[src/rtl/memory_stage_pkg.sv]
// Shared pipeline types for the Memory stage: FSM states and the EX/MEM and
// MEM/WB register layouts.
package memory_stage_pkg;

    localparam logic [4:0] REG_RA = 5'd31;

    typedef enum logic [1:0] {
        IDLE = 2'd0,
        WAIT = 2'd1,
        ERR  = 2'd2
    } mem_state_t;

    typedef struct packed {
        logic        valid;
        logic        reg_write;
        logic        mem_to_reg;
        logic        mem_write;
        logic [31:0] alu_out;
        logic [31:0] write_data;
        logic [4:0]  write_reg;
    } exmem_t;

    typedef struct packed {
        logic        valid;
        logic        reg_write;
        logic        mem_to_reg;
        logic [31:0] read_data;
        logic [31:0] alu_out;
        logic [4:0]  write_reg;
    } memwb_t;

endpackage

[src/rtl/memory_stage_wait_timer.sv]
// Wait-cycle counter for an outstanding memory request; flags the last cycle
// the request may remain outstanding before it is declared timed out.
module mem_wait_timer #(
    parameter int unsigned TIMEOUT = 16,
    parameter int unsigned CNT_W   = 5
) (
    input  logic clk,
    input  logic rst_n,
    input  logic start,
    input  logic clear,
    input  logic advance,
    output logic at_limit
);

    logic [CNT_W-1:0] count;

    always_ff @(posedge clk or negedge rst_n) begin
        if (!rst_n) begin
            count <= '0;
        end else if (clear) begin
            count <= '0;
        end else if (start) begin
            count <= CNT_W'(1);
        end else if (advance) begin
            count <= count + CNT_W'(1);
        end
    end

    assign at_limit = (count == CNT_W'(TIMEOUT - 1));

endmodule

[src/rtl/memory_stage.sv]
// Pipeline Memory stage: EX/MEM register, valid/ready data-memory handshake
// with stall and timeout handling, and the MEM/WB register.
module memory_stage
    import memory_stage_pkg::*;
#(
    parameter int unsigned TIMEOUT = 16,
    parameter int unsigned CNT_W   = 5
) (
    input  logic        clk,
    input  logic        rst_n,
    input  logic        ValidE,
    input  logic        RegWriteE,
    input  logic        MemtoRegE,
    input  logic        MemWriteE,
    input  logic [31:0] ALUOutE,
    input  logic [31:0] WriteDataE,
    input  logic [4:0]  WriteRegE,
    input  logic        FlushM,
    output logic        StallM,
    output logic [31:0] ALUOutM,
    output logic [4:0]  WriteRegM,
    output logic        RegWriteM,
    output logic        mem_req,
    output logic        mem_we,
    output logic [31:0] mem_addr,
    output logic [31:0] mem_wdata,
    input  logic        mem_ready,
    input  logic [31:0] mem_rdata,
    output logic        ValidW,
    output logic        RegWriteW,
    output logic        MemtoRegW,
    output logic [31:0] ReadDataW,
    output logic [31:0] ALUOutW,
    output logic [4:0]  WriteRegW,
    output logic        AddrErr,
    output logic        BusErr
);

    exmem_t     ex_m;
    memwb_t     mw;
    mem_state_t state, state_next;

    logic mem_op, misal, timeout, drop, ret_valid, handshake;
    logic timer_start, timer_clear, timer_adv, at_limit;

    assign mem_op    = ex_m.valid & (ex_m.mem_to_reg | ex_m.mem_write);
    assign misal     = mem_op & (ex_m.alu_out[1:0] != 2'b00);
    assign handshake = mem_req & mem_ready;
    // The timeout cycle releases the stall so the dropped op leaves M.
    assign StallM    = mem_req & ~mem_ready & ~timeout;
    assign drop      = timeout | ((state == ERR) & mem_op);
    assign ret_valid = ex_m.valid & ~misal & ~drop;

    always_comb begin
        state_next  = state;
        mem_req     = 1'b0;
        timer_start = 1'b0;
        timer_clear = 1'b0;
        timer_adv   = 1'b0;
        timeout     = 1'b0;
        case (state)
            IDLE: begin
                mem_req = mem_op & ~misal;
                if (mem_op & ~misal & ~mem_ready) begin
                    state_next  = WAIT;
                    timer_start = 1'b1;
                end
            end
            WAIT: begin
                mem_req = 1'b1;
                if (mem_ready) begin
                    state_next  = IDLE;
                    timer_clear = 1'b1;
                end else if (at_limit) begin
                    state_next  = ERR;
                    timer_clear = 1'b1;
                    timeout     = 1'b1;
                end else begin
                    timer_adv = 1'b1;
                end
            end
            ERR:     state_next = ERR;
            default: state_next = IDLE;
        endcase
    end

    always_ff @(posedge clk or negedge rst_n) begin
        if (!rst_n) begin
            state <= IDLE;
        end else begin
            state <= state_next;
        end
    end

    mem_wait_timer #(
        .TIMEOUT (TIMEOUT),
        .CNT_W   (CNT_W)
    ) u_timer (
        .clk      (clk),
        .rst_n    (rst_n),
        .start    (timer_start),
        .clear    (timer_clear),
        .advance  (timer_adv),
        .at_limit (at_limit)
    );

    always_ff @(posedge clk or negedge rst_n) begin
        if (!rst_n) begin
            ex_m <= '0;
        end else if (!StallM) begin
            ex_m.valid      <= ValidE & ~FlushM;
            ex_m.reg_write  <= RegWriteE;
            ex_m.mem_to_reg <= MemtoRegE;
            ex_m.mem_write  <= MemWriteE;
            ex_m.alu_out    <= ALUOutE;
            ex_m.write_data <= WriteDataE;
            ex_m.write_reg  <= WriteRegE;
        end
    end

    always_ff @(posedge clk or negedge rst_n) begin
        if (!rst_n) begin
            mw <= '0;
        end else if (StallM) begin
            mw.valid      <= 1'b0;
            mw.reg_write  <= 1'b0;
            mw.mem_to_reg <= 1'b0;
        end else begin
            mw.valid      <= ret_valid;
            mw.reg_write  <= ex_m.reg_write & ret_valid;
            mw.mem_to_reg <= ex_m.mem_to_reg & ret_valid;
            mw.alu_out    <= ex_m.alu_out;
            mw.write_reg  <= ex_m.write_reg;
            if (handshake & ex_m.mem_to_reg) begin
                mw.read_data <= mem_rdata;
            end
        end
    end

    always_ff @(posedge clk or negedge rst_n) begin
        if (!rst_n) begin
            AddrErr <= 1'b0;
            BusErr  <= 1'b0;
        end else begin
            if (misal) begin
                AddrErr <= 1'b1;
            end
            if (timeout) begin
                BusErr <= 1'b1;
            end
        end
    end

    assign ALUOutM   = ex_m.alu_out;
    assign WriteRegM = ex_m.write_reg;
    assign RegWriteM = ex_m.valid & ex_m.reg_write;
    assign mem_we    = mem_req & ex_m.mem_write;
    assign mem_addr  = ex_m.alu_out;
    assign mem_wdata = ex_m.write_data;

    assign ValidW    = mw.valid;
    assign RegWriteW = mw.reg_write;
    assign MemtoRegW = mw.mem_to_reg;
    assign ReadDataW = mw.read_data;
    assign ALUOutW   = mw.alu_out;
    assign WriteRegW = mw.write_reg;

endmodule

[config.mk]
export PLATFORM = sky130hd
export DESIGN_NAME = memory_stage
export DESIGN_NICKNAME = d
export VERILOG_FILES = /design/src/rtl/memory_stage_pkg.sv /design/src/rtl/memory_stage_wait_timer.sv /design/src/rtl/memory_stage.sv
export SDC_FILE = /design/constraint.sdc
export NUM_CORES = 1
export LEC_CHECK = 0
export ABC_CLOCK_PERIOD_IN_PS = 2700
export CORE_ASPECT_RATIO = 1.4
export CORE_MARGIN = 2
export CORE_UTILIZATION = 43
export CTS_BUF_LIST = sky130_fd_sc_hd__clkbuf_16
export CTS_CLUSTER_SIZE = 8
export DETAILED_ROUTE_END_ITERATION = 12
export GPL_ROUTABILITY_DRIVEN = 0
export GPL_TIMING_DRIVEN = 0
export PLACE_DENSITY = 0.82
export SYNTH_ARGS = -nofsm -noshare
export SYNTH_HDL_FRONTEND = slang
export SYNTH_HIERARCHICAL = 1
export SYNTH_SLANG_ARGS = --single-unit
[constraint.sdc]
create_clock -name clk -period 2.7 [get_ports clk]
set_clock_uncertainty 0.1 [all_clocks]
set_input_delay 0.27 -clock clk [delete_from_list [all_inputs] [get_ports clk]]
set_output_delay 0.27 -clock clk [all_outputs]
set_load 0.01 [all_outputs]
# Yosys cells after proc, flatten, opt, wreduce, memory -nomap -nowiden
# Cells that the tools add are included.
# totals
register_bits,154
# op_classes
add_sub_neg,1
n_eq_ne,5
n_mux,19
bitwise,24
reduce_logical,5
# ops
operator,n
1-bit AND,16
5-bit two-way mux,3
1-bit two-way mux,10
2-bit two-way mux,3
1-bit NOT,6
2-bit one-hot mux with 3 select lines,1
"5-bit by 1-bit adder with 5-bit output, second input constant",1
"5-bit by 4-bit equality test with 1-bit output, second input constant",1
2-bit AND reduction,2
3-bit two-way mux,1
"3-bit != test, second input constant",1
3-bit nonzero test,1
"2-bit by 1-bit equality test with 1-bit output, second input constant",1
"2-bit equality test, second input constant",1
2-bit logical NOT,1
"2-bit != test, second input constant",1
1-bit bitwise OR,2
1-bit one-hot mux with 2 select lines,1
2-bit nonzero test,1

# Logic depth before layout (Yosys ltp)
# depth
depth_word,10
depth_mapped,10

# Hierarchy
# The synthesis kept the hierarchy.
# by_module_without_submodules
mod,n_inst,cells_per_inst,area_per_inst_um2,seq_area_each_um2
memory_stage,1,439,6557.5,3728.6
mem_wait_timer,1,25,296.5,125.1

# Worst setup path after synthesis
# No wires, ideal clock.
# synth_path
kind,reg2reg
startpoint,register u_timer.count[0]
endpoint,"register mw, in the netlist ALUOutW[10]"
setup_time_ps,125
arrival_ps,2080
required_ps,2475
setup_slack_ps,395
path_stages_with_launch,11
n_path_buf,2
synth_period_minus_slack_ps,2305
path_cell_list,dfrtp_1 ha_1 and3_1 ha_1 nand3b_2 inv_2 a31oi_4 inv_2 buf_6 buf_6 mux2_4
# synth_via
elab_chain_cells,6
# synth_lines
element,line,source
"start, declared",memory_stage_wait_timer.sv:15,logic [CNT_W-1:0] count;
"start signal, assigned",memory_stage_wait_timer.sv:25,count <= count + CNT_W'(1);
5-bit by 4-bit equality test with 1-bit output,memory_stage_wait_timer.sv:29,assign at_limit = (count == CNT_W'(TIMEOUT - 1));
named net at_limit,memory_stage.sv:44,"logic timer_start, timer_clear, timer_adv, at_limit;"
1-bit two-way mux,memory_stage.sv:74,end else if (at_limit) begin
1-bit two-way mux,memory_stage.sv:71,if (mem_ready) begin
1-bit two-way mux,memory_stage.sv:61,case (state)
1-bit NOT,memory_stage.sv:50,assign StallM = mem_req & ~mem_ready & ~timeout;
1-bit AND,memory_stage.sv:50,
"end, declared",memory_stage.sv:40,memwb_t mw;
# The timed path passes the listed nets, and every way through them passes these cells.
# A chain may end at the register's enable or synchronous reset.

# Final worst setup path
# layout_path
startpoint,register u_timer.count[0]
endpoint,output port StallM
# layout_via
elab_chain_cells,6
# layout_lines
element,line,source
5-bit by 4-bit equality test with 1-bit output,memory_stage_wait_timer.sv:29,
named net at_limit,memory_stage.sv:44,
1-bit two-way mux,memory_stage.sv:74,
1-bit two-way mux,memory_stage.sv:71,
1-bit two-way mux,memory_stage.sv:61,
1-bit NOT,memory_stage.sv:50,
1-bit AND,memory_stage.sv:50,
"end, declared",memory_stage.sv:19,"output logic StallM,"
# The timed path passes the listed nets, and every way through them passes these cells.

==> run summary <==
CP Launch Type = flip-flop
worst-margin pin slew = 0.791 ns
synth-to-layout area growth = 55.5%
vias in the first global route = 4972
Switch Pwr = 1.30 mW
worst reg2reg path depth = 9
# clock sinks = 154
asr flop ratio synth = 100%
Detailed Route WL = 16400 um
root buf cell = clkbuf_16
final hold vios = 0
Final nets = 888
outcome = finished, final reports clean
top cells by area, synth = dfrtp_1 56%, mux2_2 16%, buf_4 11%
DP Cell Count = 948
cell taking the most area after synthesis = dfrtp_1
final setup fails = 0
Reg power frac = 44.8%
setup TNS = 0 ns
Max VDD drop = 336 uV
DRC = 0
slowest CP cell = dfrtp_1
Synth top area share = 56.2%
H-Tree Level Count = 4
via count = 4545
Sw Ratio = 23.7%
crit-path max FO = 10
FMAX = 388 MHz
Post-DRT Antenna Nets = 0
syn_nets = 575
Logic pwr share = 12.8%
synthesized instance count = 464
Max clock buf depth = 2
Die W = 111 um
Netlist cell types = 37
max-slew violations = 0
clock share of power = 42.4%
CTS tree = yes
Clock Latency Late Sink = 0.41 ns
sequential share of the synthesized area = 56.2%
layout cells sized above 1 = 38.9%
kind of critical path = reg -> out
CP max stage delay = 0.37 ns
largest net degree at the start of global routing = 88
LEAKAGE = 4.83 nW
Tcrit/Tclk final = 95.4%
commonest non-fill, non-tap cell in the layout = clkdlybuf4s50_1
Slew HR = 47.3%
HPWL Detailed = 12400 um
yosys warns = 6
Worst setup startpoint = u_timer/count[0]
PortBufs = 287
Starting DRT DRC Count = 134
post-route minimum period = 2.58 ns
gr usage total = 19.4%
Post-synth EDFFs = 0
P_int = 4.19 mW
commonest register cell after synthesis = dfrtp_1
crit-path cells = ha_2 > and3_1 > ha_2 > nand3b_4 > inv_2 > a31oi_4 > inv_2 > buf_8 > clkdlybuf4s15_2
first-pass GRT wire length = 26200 um
worst path arrival time = 2.21 ns
DRT Pass-1 Iters = 4
Num CTS Buffers = 17
fin cells = 986
die area = 0.0170 mm^2
core area = 0.0156 mm^2
I/O pin count = 288
RSZ-0062 raised after global routing = false
drt via density = 4.61
Req. time, crit path = 2.33 ns
Synth Cell Area = 0.00685 mm^2
die height = 153 um
ANT cells = 0
initial antenna violation count = 0
commonest non-fill, non-tap cells in the layout = 285 x clkdlybuf4s50_1, 153 x dfrtp_1, 106 x buf_4
PwrDens = 515 mW/mm^2
cell row count = 54
Wirelength per Cell = 16.6 um
flop and latch count out of synthesis = 154
internal reg-to-reg setup slack = 0.21 ns
GRT overflow = 0
Max-Cap Viols = 0
Worst Setup End Kind = primary output
Syn Area/Cell = 14.8 um^2
reg2reg end = ex_m[69]
hold crit path type = in -> reg
initial core utilization = 43.9%
CP endpoint = StallM
Clock transition at path regs = 0.07 ns
worst reg2reg path startpoint = u_timer/count[0]
## registers in the layout, indices dropped and copies added, names as in the netlist, 4 cells and up
signal,cells
ex_m,4
WriteRegM,5
mem_wdata,32
ALUOutM,32
u_timer/count,5
ALUOutW,32
WriteRegW,5
ReadDataW,32
## how the worst min path moves through the flow
| stage | cells after the start | endpoint | slack, ns | start |
|---|---|---|---|---|
| after floorplan | 0 | ALUOutM[0] | -0.13 | rst_n |
| after global placement | 1 | AddrErr | 0.35 | AddrErr |
| after detailed placement | 1 | mem_wdata[19] | 0.29 | rst_n |
| after CTS | 2 | ALUOutM[2] | 0.35 | ALUOutE[2] |
| after global routing | 2 | ReadDataW[10] | 0.35 | mem_rdata[10] |
| final | 2 | ALUOutM[19] | 0.36 | ALUOutE[19] |
## kinds of logic (layout without fill, tap and decap cells)
group                    after synthesis  in the layout  share of synthesized area [%]
flip-flops                           154            154                           56.2
multiplexers                         142            142                           25.6
buffers and inverters                121            447                           13.0
AND/OR/NAND/NOR                       28             28                           2.81
AO/OA/AOI/OAI                         16             16                           1.94
adder cells (fa/ha/maj)                2              2                          0.365
XOR/XNOR                               1              1                          0.128
## cells in the mapped netlist, types with 2 or more instances
cell type,n
buf_4,101
and3_1,2
o21ai_0,2
mux2_2,100
nor3_1,2
buf_6,6
ha_1,2
dfrtp_1,154
nand2b_1,3
nor2b_1,2
and2_1,2
nor2_1,6
a22o_1,2
buf_2,9
nor4bb_1,2
a21oi_1,3
o21a_1,2
nor3b_1,2
inv_1,3
inv_2,2
mux2_4,41
## layout make-up
cell class	count	area, um^2
inverters	5	18.8
clock buffers	17	425
repair buffers	294	2950
clock inverters	15	159
fillers	1097	4950
multi-input cells	189	2120
plain buffers	116	881
well taps	196	245
flip-flops and latches	154	3850
## through the flow
stage	utilization (%)	setup slack [ns]	total power, mW	instance area [um^2]	hold slack [ns]
2_1_floorplan	-	0.395	2.75	6850	-0.126
3_3_place_gp	63.9	-4.62	3.19	9970	0.352
3_5_place_dp	64.1	-0.216	3.21	10000	0.286
4_1_cts	68.3	0.0123	5.56	10700	0.348
5_1_grt	68.3	0.000609	5.71	10700	0.351
6_report	68.3	0.124	5.49	10700	0.361
## timing repair
| action | CTS | global route |
|---|---|---|
| endpoints found under the hold margin | 86 | 0 |
| gates cloned | 0 | 0 |
| gates resized for setup | 7 | 3 |
| hold buffers | 1 | 0 |
| setup endpoints to repair | 54 | 2 |
| buffers inserted | 5 | 0 |
| pin swaps | 0 | 0 |
## layer usage
layer | wire, um | GRT usage (%) | vias up | share of wire [%]
met4 | 331 | 6.37 | 0 | 2.0
met3 | 1220 | 6.70 | 24 | 7.4
met1 | 6120 | 21.4 | 2217 | 37
met2 | 8710 | 35.1 | 198 | 53
li1 | - | - | 2106 | -
met5 | 0 | 0 | - | 0
## power groups by stage
stage / combinational [mW] / sequential (mW) / clock, mW
2_1_floorplan: 0.251 / 2.50 / 0
3_3_place_gp: 0.690 / 2.50 / 0
3_5_place_dp: 0.708 / 2.50 / 0
4_1_cts: 0.713 / 2.46 / 2.39
5_1_grt: 0.745 / 2.47 / 2.50
6_report: 0.701 / 2.46 / 2.33
## critical path: cells and delay by family (launching register included)
family | cells | cell delay (ns)
buffers and inverters | 4 | 0.49
adder cells (fa/ha/maj) | 2 | 0.42
AND/OR/NAND/NOR | 2 | 0.32
flip-flops | 1 | 0.37
AO/OA/AOI/OAI | 1 | 0.19
No activity file was read; power rests on OpenSTA's default activity.
